**src/rtl/treasury_pkg.sv**
```systemverilog
// Shared encodings for the treasury job dispatcher: result status codes,
// dispatcher FSM state type and default header/nonce widths.
package treasury_pkg;

  localparam int HDR_W_DEFAULT   = 640;
  localparam int NONCE_W_DEFAULT = 32;

  localparam logic [1:0] ST_FOUND     = 2'b00;
  localparam logic [1:0] ST_EXHAUSTED = 2'b01;
  localparam logic [1:0] ST_TIMEOUT   = 2'b10;
  localparam logic [1:0] ST_ABORTED   = 2'b11;

  typedef enum logic [1:0] {
    IDLE   = 2'd0,
    LAUNCH = 2'd1,
    RUN    = 2'd2,
    REPORT = 2'd3
  } state_t;

endpackage

```
**src/rtl/treasury_job_timer.sv**
```systemverilog
// RUN-cycle counter for the job dispatcher; cleared in LAUNCH, counts while
// running and flags expiry in the cycle where count == TIMEOUT_CYCLES-1.
module treasury_job_timer #(
  parameter int TIMEOUT_CYCLES = 1000000
) (
  input  logic clk,
  input  logic rst,
  input  logic clear,
  input  logic run,
  output logic expired
);

  localparam int CNT_W = (TIMEOUT_CYCLES < 2) ? 1 : $clog2(TIMEOUT_CYCLES + 1);

  logic [CNT_W-1:0] count;

  always_ff @(posedge clk) begin
    if (rst || clear) begin
      count <= '0;
    end else if (run) begin
      count <= count + CNT_W'(1);
    end
  end

  assign expired = run && (count == CNT_W'(TIMEOUT_CYCLES - 1));

endmodule

```
**src/rtl/treasury_job_dispatcher.sv**
```systemverilog
// Issues one header job at a time to the treasury hashing array and returns a
// tagged result. Build macro TREASURY_JOB_TIMEOUT_EN adds the RUN timeout.
module treasury_job_dispatcher
  import treasury_pkg::*;
#(
  parameter int HDR_W   = HDR_W_DEFAULT,
  parameter int NONCE_W = NONCE_W_DEFAULT,
  parameter int ID_W    = 8
`ifdef TREASURY_JOB_TIMEOUT_EN
  , parameter int TIMEOUT_CYCLES = 1000000
`endif
) (
  input  logic               clk,
  input  logic               rst,
  input  logic               job_valid,
  output logic               job_ready,
  input  logic [HDR_W-1:0]   job_header,
  input  logic [ID_W-1:0]    job_id,
  input  logic               cancel,
  output logic [HDR_W-1:0]   arr_header,
  output logic               arr_start,
  output logic               arr_abort,
  input  logic               arr_success,
  input  logic [NONCE_W-1:0] arr_nonce,
  input  logic               arr_exhausted,
  output logic               res_valid,
  input  logic               res_ready,
  output logic [ID_W-1:0]    res_id,
  output logic [NONCE_W-1:0] res_nonce,
  output logic [1:0]         res_status,
  output logic               busy,
  output logic [15:0]        jobs_done,
  output logic [1:0]         fsm_state
);

  state_t     state, state_next;
  logic       timeout_hit;
  logic       run_exit;
  logic       run_abort;
  logic [1:0] run_status;

`ifdef TREASURY_JOB_TIMEOUT_EN
  treasury_job_timer #(
    .TIMEOUT_CYCLES(TIMEOUT_CYCLES)
  ) u_timer (
    .clk     (clk),
    .rst     (rst),
    .clear   (state == LAUNCH),
    .run     (state == RUN),
    .expired (timeout_hit)
  );
`else
  assign timeout_hit = 1'b0;
`endif

  // Both ports use valid/ready: a transfer happens on the rising edge where
  // valid && ready; the offering side holds its payload until then.
  assign job_ready = (state == IDLE) && !rst;
  assign res_valid = (state == REPORT);
  assign arr_start = (state == LAUNCH);
  assign busy      = (state != IDLE);
  assign fsm_state = state;

  always_comb begin
    state_next = state;
    run_exit   = 1'b0;
    run_abort  = 1'b0;
    run_status = ST_FOUND;
    // Exit priority: success > exhausted > cancel > timeout.
    if (arr_success) begin
      run_exit = 1'b1;
    end else if (arr_exhausted) begin
      run_exit   = 1'b1;
      run_status = ST_EXHAUSTED;
    end else if (cancel) begin
      run_exit   = 1'b1;
      run_abort  = 1'b1;
      run_status = ST_ABORTED;
    end else if (timeout_hit) begin
      run_exit   = 1'b1;
      run_abort  = 1'b1;
      run_status = ST_TIMEOUT;
    end
    case (state)
      IDLE:    if (job_valid) state_next = LAUNCH;
      LAUNCH:  state_next = RUN;
      RUN:     if (run_exit) state_next = REPORT;
      REPORT:  if (res_ready) state_next = IDLE;
      default: state_next = IDLE;
    endcase
  end

  always_ff @(posedge clk) begin
    if (rst) begin
      state      <= IDLE;
      arr_header <= '0;
      arr_abort  <= 1'b0;
      res_id     <= '0;
      res_nonce  <= '0;
      res_status <= ST_FOUND;
      jobs_done  <= '0;
    end else begin
      state     <= state_next;
      arr_abort <= 1'b0;
      if (state == IDLE && job_valid) begin
        arr_header <= job_header;
        res_id     <= job_id;
      end
      if (state == RUN && run_exit) begin
        res_nonce  <= arr_success ? arr_nonce : '0;
        res_status <= run_status;
        arr_abort  <= run_abort;
      end
      if (state == REPORT && res_ready) begin
        jobs_done <= jobs_done + 16'd1;
      end
    end
  end

endmodule

```
**config.mk**
```make
export PLATFORM = sky130hd
export DESIGN_NAME = treasury_job_dispatcher
export DESIGN_NICKNAME = d
export VERILOG_FILES = /design/src/rtl/treasury_pkg.sv /design/src/rtl/treasury_job_timer.sv /design/src/rtl/treasury_job_dispatcher.sv
export SDC_FILE = /design/constraint.sdc
export NUM_CORES = 1
export LEC_CHECK = 0
export CAP_MARGIN = 20
export CORE_AREA = 2 2 546 548
export DETAILED_ROUTE_END_ITERATION = 7
export DIE_AREA = 0 0 548 550
export HOLD_SLACK_MARGIN = 0.03
export PLACE_DENSITY_LB_ADDON = 0.3
export SYNTH_ARGS = -nofsm -noshare
export SYNTH_HDL_FRONTEND = slang
export SYNTH_SLANG_ARGS = --single-unit
export TNS_END_PERCENT = 5
```
**constraint.sdc**
```tcl
create_clock -name clk -period 2.2 [get_ports clk]
set_clock_uncertainty 0.15 [all_clocks]
set_input_delay 0.44 -clock clk [delete_from_list [all_inputs] [get_ports clk]]
set_output_delay 0.44 -clock clk [all_outputs]
set_load 0.01 [all_outputs]
```
Yosys cells after proc, flatten, opt, wreduce, memory -nomap -nowiden
Index checks and enable logic that the tools add are counted.

storage, ports and cells
  output and inout bits = 705
  logic and storage cells = 35
  flip-flop bits (word level) = 701
  input bits = 687

operators by class
  equality and inequality tests = 6
  $add $sub $neg = 1
  muxes and demuxes = 11
  reductions and logical operators = 9
  bitwise operators = 1

operators with widths
  operator               number
  $mux 32                1
  $add 16x1->16 const B  1
  $mux 2                 6
  $pmux 2 s4             1
  $eq 2x2->1 const B     2
  $logic_and 1x1->1      4
  $ne 2x2->1 const B     2
  $reduce_or 4->1        1
  $mux 1                 3
  $reduce_and 3->1       1
  $eq 2x1->1 const B     1
  $logic_not 2->1        1
  $ne 2x1->1 const B     1
  $reduce_bool 2->1      1
  $logic_not 1->1        1
  $not 1->1              1

Longest topological paths before layout
  word-level depth = 6
  gate-level depth with buffers = 8
  depth with buffers taken out = 6

Worst setup path after synthesis
No wires, ideal clock.

  path type = input to output
  start point = in rst
  end point = out job_ready
  slack = 332 ps
  arrival = 1,278 ps
  data required time = 1,610 ps
  path buffers = 3
  cell stages on the path = 4
  path through = buf_2 buf_1 buf_1 nor2_1

between the ends
  word-level cells in the longest chain between the ends = 2

RTL lines
  item               RTL line                       RTL
  from (decl)        treasury_job_dispatcher.sv:14  input logic rst,
  $logic_not 1->1    treasury_job_dispatcher.sv:58  assign job_ready = (state == IDLE) && !rst;
  $logic_and 1x1->1  treasury_job_dispatcher.sv:58
  to (decl)          treasury_job_dispatcher.sv:16  output logic job_ready,

Every way passes these cells.

Worst setup path after layout
  start point = reg state[0] (netlist: fsm_state[0])
  end point = out job_ready

between the ends
  word-level cells in the longest chain between the ends = 2

RTL lines
  item                    RTL line                        RTL
  from (decl)             treasury_job_dispatcher.sv:36   state_t state, state_next;
  from (signal assigned)  treasury_job_dispatcher.sv:103  state <= state_next;
  $logic_not 2->1         treasury_job_dispatcher.sv:58
  $logic_and 1x1->1       treasury_job_dispatcher.sv:58

Every way passes these cells.

==> flow_metrics.py <==
metrics = {
    "synth": {
        "synth_sequential_area_ratio": 0.583,
        "syn-instance-count": 3032,
        "synth_cell_types": 33,
        "avgSynthCellArea_um2": 7.94,
        "ys.flop_type": "dfxtp_1",
        "synth.ff_latch_count": 701,
        "synthesis.yosys.warnings": 0,
        "netlist_top_cells_area": "dfxtp_1, nand2_1, a21oi_1",
        "postSynthNetCount": 3725,
        "synth_top_area_share": 0.583,
        "number_of_enable_flip_flop_cells_after_synthesis": 0,
        "netlist.top_cell.by_area": "dfxtp_1",
        "synthArstFlopShare": 0,
        "synth.cell_area_mm2": 0.0241,
    },
    "floorplanning": {
        "floorplan.die.height_um": 550,
        "design.core.area_mm2": 0.296,
        "die-area_mm2": 0.301,
        "placementRows": 200,
        "fp.dieW_um": 548,
        "pin_count": 1392,
        "initial_utilization": 0.0814,
    },
    "setup_path": {
        "cp_cell_sequence": "inv_4 -> ha_4 -> inv_6 -> nor2_2 -> buf_2",
        "setup.worst_path.start_class": "flop",
        "cpPeakStageDelay_ps": 360,
        "crit-reg2reg-capture": "arr_header[147]$_SDFFE_PP0P_",
        "critical_path_required_ps": 1610,
        "worst_r2r_path_depth": 10,
        "worst-r2r-setup-slack_ps": 80,
        "crit-reg2reg-launch": "fsm_state[0]$_SDFFE_PP0P_",
        "sort_of_element_at_the_end_of_the_critical_path": "output port",
        "crit_arrival_ps": 1650,
        "critPathLaunch": "fsm_state[0]$_SDFFE_PP0P_",
        "critical_path_class": "reg -> out",
        "critPathCapture": "job_ready",
        "worstPathMaxFanout": 3,
        "cp_slowest_cell": "dfxtp_2",
    },
    "sta": {
        "final_hold_viol_count": 0,
        "layout_worst_path_cycle_share": 1.02,
        "drv_slew": 0,
        "postLayoutSetupSlackWorst_ps": -39.0,
        "max_freq_mhz": 447,
        "setup_viol_count_final": 2,
        "fin_crit_ps": 2240,
        "timing.setup.tns_ps": -54.6,
        "slew-limit-headroom": 0.618,
        "grt_setup_unrepaired": "yes",
        "timing_worst_slew_pin_value_ps": 573,
    },
    "routing": {
        "drt_drc_violations_left": 0,
        "drt_first_iter_violations": 1685,
        "detail_route.vias_per_cell": 3.26,
        "postRouteWirelength_mm": 221,
        "drt-wirelength-per-cell_um": 24.6,
        "vias": 29300,
        "postRouteAntennaNets": 0,
        "firstDrtPassIters": 7,
    },
    "clock_tree": {
        "clkSlewWorstSetupHoldPaths_ps": 60,
        "cts.sinks": 701,
        "cts-root-buf": "clkbuf_16",
        "cts_inserted_buffers": 99,
        "clockBufferDepth": 4,
        "worstSkewPairLatency_ps": 830,
        "cts-htree-levels": 3,
        "cts_tree": "done",
    },
    "global_route": {
        "pin_count_of_the_biggest_net_entering_global_routing": 99,
        "grt_pass1_wl_mm": 281,
        "vias_in_the_first_global_route": 29200,
        "grt_overflow_total": 0,
        "grt_antenna_before_repair": 231,
        "grt_use_total": 0.140,
    },
    "final_layout": {
        "layout_commonest_cell": "nand2_1",
        "flow.area_growth_from_synthesis_pct": 112,
        "num-nets-final": 5593,
        "post_route_cells_drive_above_1_share": 0.107,
        "fillCellCount": 33400,
        "layout_common_cells": "nand2_1, clkdlybuf4s50_1, dfxtp_1",
        "final_area_mm2": 0.0510,
    },
    "placed_design": {
        "gp_routability_congestion": 0.945,
        "place_area_mm2": 0.0435,
        "post_detail_place_hpwl_mm": 189,
        "dp_worst_setup_slack_ps": -261,
        "port_buffer_count": 1391,
    },
    "hold_path": {
        "worst_hold_check_path_type": "in -> reg",
        "whs_path_depth": 3,
    },
    "run_status": {
        "violations": "setup timing",
        "outcome": "finished, violations left",
    },
    "power": {
        "totalPowerFinal_mw": 50.1,
        "vdd_ir_drop_max_mv": 0.597,
        "power_density_mw_per_mm2": 982,
        "p_leak_nw": 20.1,
    },
    "run": {
        "drv.max_cap_violation_count": 0,
    },
}
registers in the layout (all words and copies together) (netlist names):
| signal | count |
|---|---|
| fsm_state | 2 |
| res_id | 8 |
| res_status | 2 |
| arr_header | 640 |
| arr_abort | 1 |
| jobs_done | 16 |
| res_nonce | 32 |
final cells by class:
| class | count | area, µm² | area share |
|---|---|---|---|
| repair buffers | 1995 | 19500 | 0.383 |
| well taps | 3939 | 4930 | 0.0966 |
| diodes | 73 | 183 | 0.00358 |
| multi-input cells | 2094 | 9080 | 0.178 |
| clock inverters | 33 | 435 | 0.00854 |
| flip-flops and latches | 701 | 14100 | 0.276 |
| inverters | 9 | 43.8 | 0.000858 |
| clock buffers | 137 | 2770 | 0.0543 |
critical path, delay by kind of cell, from the launching register on:
| kind | cells | cell delay, ps |
|---|---|---|
| buffers and inverters | 3 | 250 |
| adders and majority gates | 1 | 170 |
| and+or+nand+nor | 1 | 30 |
| DFF | 1 | 360 |
synth_stat cells (5+ instances only):
cell type	count
nor3_1	5
inv_1	8
nand3_1	7
buf_2	98
buf_1	33
nor2_1	50
a21oi_1	651
ha_1	6
xnor2_1	7
nand2_1	1305
clkbuf_1	97
dfxtp_1	701
a22oi_1	32
metal layers:
metal | routed length (µm) | global-route usage | vias to the layer above
met2 | 94400 | 0.217 | 1332
met3 | 28600 | 0.0829 | 451
li1 | - | - | 13700
met1 | 89500 | 0.161 | 13700
met5 | 1270 | 0 | -
met4 | 6760 | 0.0379 | 208
cells by family (layout without fill, tap and decap cells):
logic type               count (synthesis)  count (layout)  synth area share
other                                    0              73                 0
AND/OR/NAND/NOR                       1384            1384             0.219
buffers and inverters                  237            2174            0.0421
adder cells (fa/ha/maj)                  6               6           0.00312
multiplexers                             4               4           0.00177
XOR/XNOR                                10              10           0.00364
AO/OA/AOI/OAI                          690             690             0.147
flip-flops                             701             701             0.583
how the worst min path moves through the flow:
stage                                      start  slack [ps]                           end
CTS                              job_header[128]          30  arr_header[128]$_SDFFE_PP0P_
floorplan             res_status[0]$_SDFFE_PP0P_         330    res_status[0]$_SDFFE_PP0P_
finish                           job_header[365]         100  arr_header[365]$_SDFFE_PP0P_
global placement    arr_header[480]$_SDFFE_PP0P_         290  arr_header[480]$_SDFFE_PP0P_
detailed placement        res_id[4]$_SDFFE_PP0P_         300        res_id[4]$_SDFFE_PP0P_
global route                      job_header[42]          60   arr_header[42]$_SDFFE_PP0P_
power breakdown:
group,internal [mW],switching (mW),leakage [nW]
logic,7.28,10.4,12.8
clock network,9.60,6.66,1.57
registers,14.9,1.27,5.75
total,31.8,18.3,20.1
through the flow:
stage	util	std cells	hold WS (ps)
CTS	0.172	8907	31.8
detailed placement	0.147	8279	295
finish	0.173	8981	102
global route	0.172	8930	63.8
global placement	0.147	8279	291
floorplan	-	3032	328
timing repair:
action / CTS / global route
pin swaps: 3 / 2
hold buffers: 457 / 0
buffers inserted: 1 / 1
endpoints found under the hold margin: 486 / 0
resized for setup: 1150 / 17
endpoints found under the setup margin: 684 / 14
Note: power is estimated with default switching activity, not from simulation.
